[config.mk]
export PLATFORM = sky130hd
export DESIGN_NAME = alu_flags_seq
export DESIGN_NICKNAME = d
export VERILOG_FILES = /design/src/rtl/alu_flags_seq.sv
export SDC_FILE = /design/constraint.sdc
export NUM_CORES = 1
export LEC_CHECK = 0
export CAP_MARGIN = 15
export CORE_MARGIN = 2
export CORE_UTILIZATION = 51
export CTS_CLUSTER_DIAMETER = 30
export DETAILED_ROUTE_END_ITERATION = 10
export GPL_TIMING_DRIVEN = 0
export PLACE_DENSITY_LB_ADDON = 0.1
export SLEW_MARGIN = 20
export SYNTH_ARGS = -nofsm -noshare
export SYNTH_HDL_FRONTEND = slang
export SYNTH_SLANG_ARGS = --single-unit
[constraint.sdc]
create_clock -name clk -period 1.8 [get_ports clk]
set_clock_uncertainty 0.05 [all_clocks]
set_input_delay 0.36 -clock clk [delete_from_list [all_inputs] [get_ports clk]]
set_output_delay 0.36 -clock clk [all_outputs]
set_load 0.05 [all_outputs]
[src/rtl/alu_flags_seq.sv]
// Sequential ALU with a registered NZCV flags register and multi-cycle shifts.
// Latency: 1 cycle for non-shift ops and k=0 shifts, k+1 cycles for shifts by k>0.
// Backpressure: in_ready is low outside IDLE; result/flags/out_valid hold until out_ready.
//
// Ports:
//   clk, rst_n            clock, async active-low reset
//   A, B, ALUControl      operands and opcode (B[$clog2(WIDTH)-1:0] is the shift amount)
//   set_flags             update flags when this op completes
//   in_valid / in_ready   operation handshake
//   result, out_valid     registered result, held until out_ready
//   out_ready             downstream accepts result
//   flags                 registered {N,Z,C,V}
module alu_flags_seq #(
  parameter int WIDTH = 8
) (
  input  logic             clk,
  input  logic             rst_n,
  input  logic [WIDTH-1:0] A,
  input  logic [WIDTH-1:0] B,
  input  logic [2:0]       ALUControl,
  input  logic             set_flags,
  input  logic             in_valid,
  output logic             in_ready,
  output logic [WIDTH-1:0] result,
  output logic             out_valid,
  input  logic             out_ready,
  output logic [3:0]       flags
);

  localparam int KW = $clog2(WIDTH);
  localparam logic [KW-1:0] CNT_ONE = {{(KW-1){1'b0}}, 1'b1};

  typedef enum logic [1:0] {IDLE, SHIFT, DONE} state_t;

  state_t          state, state_nx;
  logic [WIDTH-1:0] work_q;   // operand being shifted
  logic [KW-1:0]    cnt_q;    // remaining shift steps
  logic             shl_q;    // 1 = shift left, 0 = shift right
  logic             sf_q;     // latched set_flags

  logic [KW-1:0]    k_in;
  logic             is_shift;
  logic             go_shift;

  logic [WIDTH:0]   sum_w;
  logic [WIDTH-1:0] alu_res;
  logic             alu_c;
  logic             alu_v;

  logic [WIDTH-1:0] shift_nx;
  logic             shift_out;

  assign k_in     = B[KW-1:0];
  assign is_shift = (ALUControl[2:1] == 2'b11);
  assign go_shift = is_shift && (k_in != '0);

  assign in_ready  = (state == IDLE);
  assign out_valid = (state == DONE);

  // Single-cycle ops, evaluated on the accepting edge. C and V default to
  // their current value so logic ops and k=0 shifts preserve them.
  always_comb begin
    sum_w   = '0;
    alu_res = A;
    alu_c   = flags[1];
    alu_v   = flags[0];
    case (ALUControl)
      3'b000: begin
        sum_w   = {1'b0, A} + {1'b0, B};
        alu_res = sum_w[WIDTH-1:0];
        alu_c   = sum_w[WIDTH];
        alu_v   = (A[WIDTH-1] == B[WIDTH-1]) && (alu_res[WIDTH-1] != A[WIDTH-1]);
      end
      3'b001: begin
        sum_w   = {1'b0, A} - {1'b0, B};
        alu_res = sum_w[WIDTH-1:0];
        alu_c   = ~sum_w[WIDTH];  // top bit set means a borrow occurred
        alu_v   = (A[WIDTH-1] != B[WIDTH-1]) && (alu_res[WIDTH-1] != A[WIDTH-1]);
      end
      3'b010:  alu_res = A ^ B;
      3'b011:  alu_res = ~A;
      3'b100:  alu_res = A & B;
      3'b101:  alu_res = A | B;
      default: alu_res = A;       // shift by zero passes A through
    endcase
  end

  // One shift step on the working register and the bit leaving it.
  always_comb begin
    shift_nx  = shl_q ? {work_q[WIDTH-2:0], 1'b0} : {1'b0, work_q[WIDTH-1:1]};
    shift_out = shl_q ? work_q[WIDTH-1] : work_q[0];
  end

  always_ff @(posedge clk or negedge rst_n) begin
    if (!rst_n) state <= IDLE;
    else        state <= state_nx;
  end

  always_comb begin
    state_nx = state;
    case (state)
      IDLE:    if (in_valid) state_nx = go_shift ? SHIFT : DONE;
      SHIFT:   if (cnt_q == CNT_ONE) state_nx = DONE;
      DONE:    if (out_ready) state_nx = IDLE;
      default: state_nx = IDLE;
    endcase
  end

  // Result and flags are only written on the edge that enters DONE, so they
  // cannot change while out_valid is high.
  always_ff @(posedge clk or negedge rst_n) begin
    if (!rst_n) begin
      work_q <= '0;
      cnt_q  <= '0;
      shl_q  <= 1'b0;
      sf_q   <= 1'b0;
      result <= '0;
      flags  <= 4'b0000;
    end else begin
      case (state)
        IDLE: begin
          if (in_valid) begin
            work_q <= A;
            cnt_q  <= k_in;
            shl_q  <= ~ALUControl[0];
            sf_q   <= set_flags;
            if (!go_shift) begin
              result <= alu_res;
              if (set_flags)
                flags <= {alu_res[WIDTH-1], (alu_res == '0), alu_c, alu_v};
            end
          end
        end
        SHIFT: begin
          work_q <= shift_nx;
          cnt_q  <= cnt_q - 1'b1;
          if (cnt_q == CNT_ONE) begin
            result <= shift_nx;
            if (sf_q)
              flags <= {shift_nx[WIDTH-1], (shift_nx == '0), shift_out, flags[0]};
          end
        end
        default: ;
      endcase
    end
  end

endmodule

==> results.tsv <==
metric	value	unit
commonest non-fill, non-tap cells in the layout	40 x buf_4, 27 x dfrtp_1, 25 x nor2_1	
failing checks	setup timing	
XOR/XNOR Fraction of Synth Area	0.0123	
Slew Viols, Final	0	
die height	78.9	um
TritonRoute pass-1 iters	5	
Initial Utilization	0.522	
met2 WL	4570	um
largest family of logic cells by synthesized area	compound AO/OA/AOI/OAI gates	
Met3 Wirelength	501	um
clk buf depth	2	
unrepaired setup endpoints after global routing	yes	
IR drop worst, VDD	0.989	mV
DR DRC count	0	
DRT Wirelength	9320	um
std cell rows	27	
wl on met1	4170	um
WS Path Type	input port to flip-flop	
Worst setup SP type	input port	
Cell Area, Synth	2860	sq um
worst-skew pair later-pin latency	0.28	ns
NumNets Final	480	
dpl hpwl	6200	um
Post-synth EDFFs	0	
Final period util	1.29	
routed vias	3132	
Worst Slack Setup Final	-0.514	ns
Cell variety after synth	67	
top layer in use	met4	
DP Worst Slack	-1.52	ns
final setup fails	11	
largest net degree at the start of global routing	28	
Synth Area in Adders	0.128	
vias in the first global route	3001	
arrival time worst endpoint	2.46	ns
Synth Area in Compound Gates	0.285	
Critical Path End Type	flip-flop	
Placed Instance Area	3480	sq um
Final Wtd Congestion	0.929	
sequential area share after synthesis	0.236	
Worst Max-Slew Pin Slew	0.629	ns
required time worst endpoint	1.95	ns
Total Power	4.23	mW
Root Driver	clkbuf_8	
fin crit period	2.31	ns
Post-Layout Cell Count	499	
Leakage Power	1.77	nW
Antenna Cells	0	
hold_buf cts	0	
design area	4180	sq um
# IOs	38	
syn_area_per_cell	8.07	sq um
Overflow after GRT	0	
area grow syn2layout	46.1	%
Gate Count Post-Synth	354	
initial antenna violation count	0	
Async SR Flop Fraction	1.00	
syn_nets	406	
GRT Util Overall	0.296	
clk sink count	27	
status	finished with violations	
1st-iter DRT viols	259	
Hold Path Class	input port to asynchronous set/reset pin	
Num CTS Buffers	3	
Core Footprint	5470	sq um
max-cap violations	0	
Buffers on Ports	37	
Worst-path clk slew	0.10	ns
die area	6220	sq um
vias per cell	6.28	
most common cell after layout, fill and taps aside	buf_4	
crit-path max FO	3	
final hold slack	0.0355	ns
final hold vios	0	
fraction of layout cells with a size suffix above 1	0.400	
Post-Place Cells	463	
Die Width	78.9	um
H-tree levels	1	
post-synthesis mux area share	0.0547	
f_max	432	MHz
CTS tree	yes	
pwr dens	1010	nW/um^2
slew margin rel.	0.581	
#FFs+latches synth	27	
Routed wire per std cell	18.7	um
ys flop type	dfrtp_1	
Post-DRT Antenna Nets	0	
synth warn	0	
Simple-Gate Fraction of Synth Area	0.198	
first-pass GRT wire length	14800	um
report_power, final:
part | total, mW | internal (mW) | switching, mW
Clock | 0.369 | 0.158 | 0.212
Combinational | 2.67 | 1.08 | 1.58
Sequential | 1.20 | 0.896 | 0.300
state kept, by name (all words and copies together) (netlist names):
register / cells
result: 8
work_q: 8
flags: 4
cnt_q: 3
state: 2
sf_q: 1
shl_q: 1
metrics by stage:
stage          setup TNS [ns]   util
5_1_grt                 -3.60  0.763
3_5_place_dp           -19.98  0.636
6_report                -2.90  0.763
3_3_place_gp           -21.23  0.637
2_1_floorplan           -2.49      -
4_1_cts                 -2.93  0.724
metal layers:
layer,GRT usage,vias up
met5,0,-
met4,0.0448,0
met3,0.0330,14
met2,0.514,135
met1,0.408,1550
li1,-,1433
logic make-up after synthesis:
family / after synthesis
buffers and inverters: 54
AO/OA/AOI/OAI: 117
XOR/XNOR: 4
adder cells (fa/ha/maj): 28
flip-flops: 27
multiplexers: 15
AND/OR/NAND/NOR: 109
repair_timing:
item | 4_1_cts | 5_1_grt
gates cloned | 1 | 0
endpoints found under the setup margin | 39 | 23
setup buffers | 25 | 16
gates resized for setup | 167 | 45
pin swaps | 28 | 29
layout make-up:
class | count | area (sq um)
Multi-Input combinational cell | 273 | 2410
Fill cell | 407 | 1300
Sequential cell | 27 | 676
Timing Repair Buffer | 76 | 654
Inverter | 31 | 149
Buffer | 16 | 148
Tap cell | 72 | 90.1
Clock buffer | 3 | 41.3
Clock inverter | 1 | 7.51
synth_stat cells (3+ instances only):
| library cell | number | area [sq um] |
|---|---|---|
| nor4_1 | 3 | 18.8 |
| nor3_1 | 15 | 75.1 |
| o221ai_1 | 3 | 26.3 |
| o22ai_1 | 4 | 25.0 |
| nand2_1 | 23 | 86.3 |
| o31ai_1 | 4 | 30.0 |
| nand3_1 | 5 | 25.0 |
| mux2i_1 | 10 | 100 |
| inv_1 | 29 | 109 |
| clkbuf_1 | 12 | 45.0 |
| nand2b_1 | 11 | 68.8 |
| dfrtp_1 | 27 | 676 |
| a221o_1 | 9 | 90.1 |
| o21ai_1 | 13 | 65.1 |
| ha_1 | 26 | 325 |
| a21oi_1 | 22 | 110 |
| buf_6 | 3 | 33.8 |
| o21bai_1 | 6 | 45.0 |
| a211oi_1 | 5 | 37.5 |
| o21ai_0 | 21 | 105 |
| nor2_1 | 29 | 109 |
| nor2b_1 | 4 | 25.0 |
| mux2_2 | 4 | 45.0 |
| a31oi_1 | 4 | 25.0 |
| a221oi_1 | 5 | 43.8 |
| buf_2 | 5 | 25.0 |
final timing paths:
path / slack (ns) / startpoint / to / cells past startpoint
max: -0.51 / A[0] / flags[2] / 11
min: 0.04 / rst_n / result[0] / 1
max reg2reg: -0.18 / state[0] / flags[2] / 6
min reg2reg: 0.44 / result[1] / result[1] / 1
max in group asynchronous: 1.26 / rst_n / work_q[2] / 1
min in group clk: 0.29 / B[0] / cnt_q[0] / 3
critical path, stage by stage:
cell and delay, ns:
buf_12 0.11, buf_4 0.14, ha_4 0.17, fa_2 0.39, nand3_2 0.10, and2_4 0.15, nor3_1 0.05, or4_1 0.41
o22ai_2 0.24, nand3_1 0.13, o31ai_2 0.21
Power figures use the tool's default switching activity.
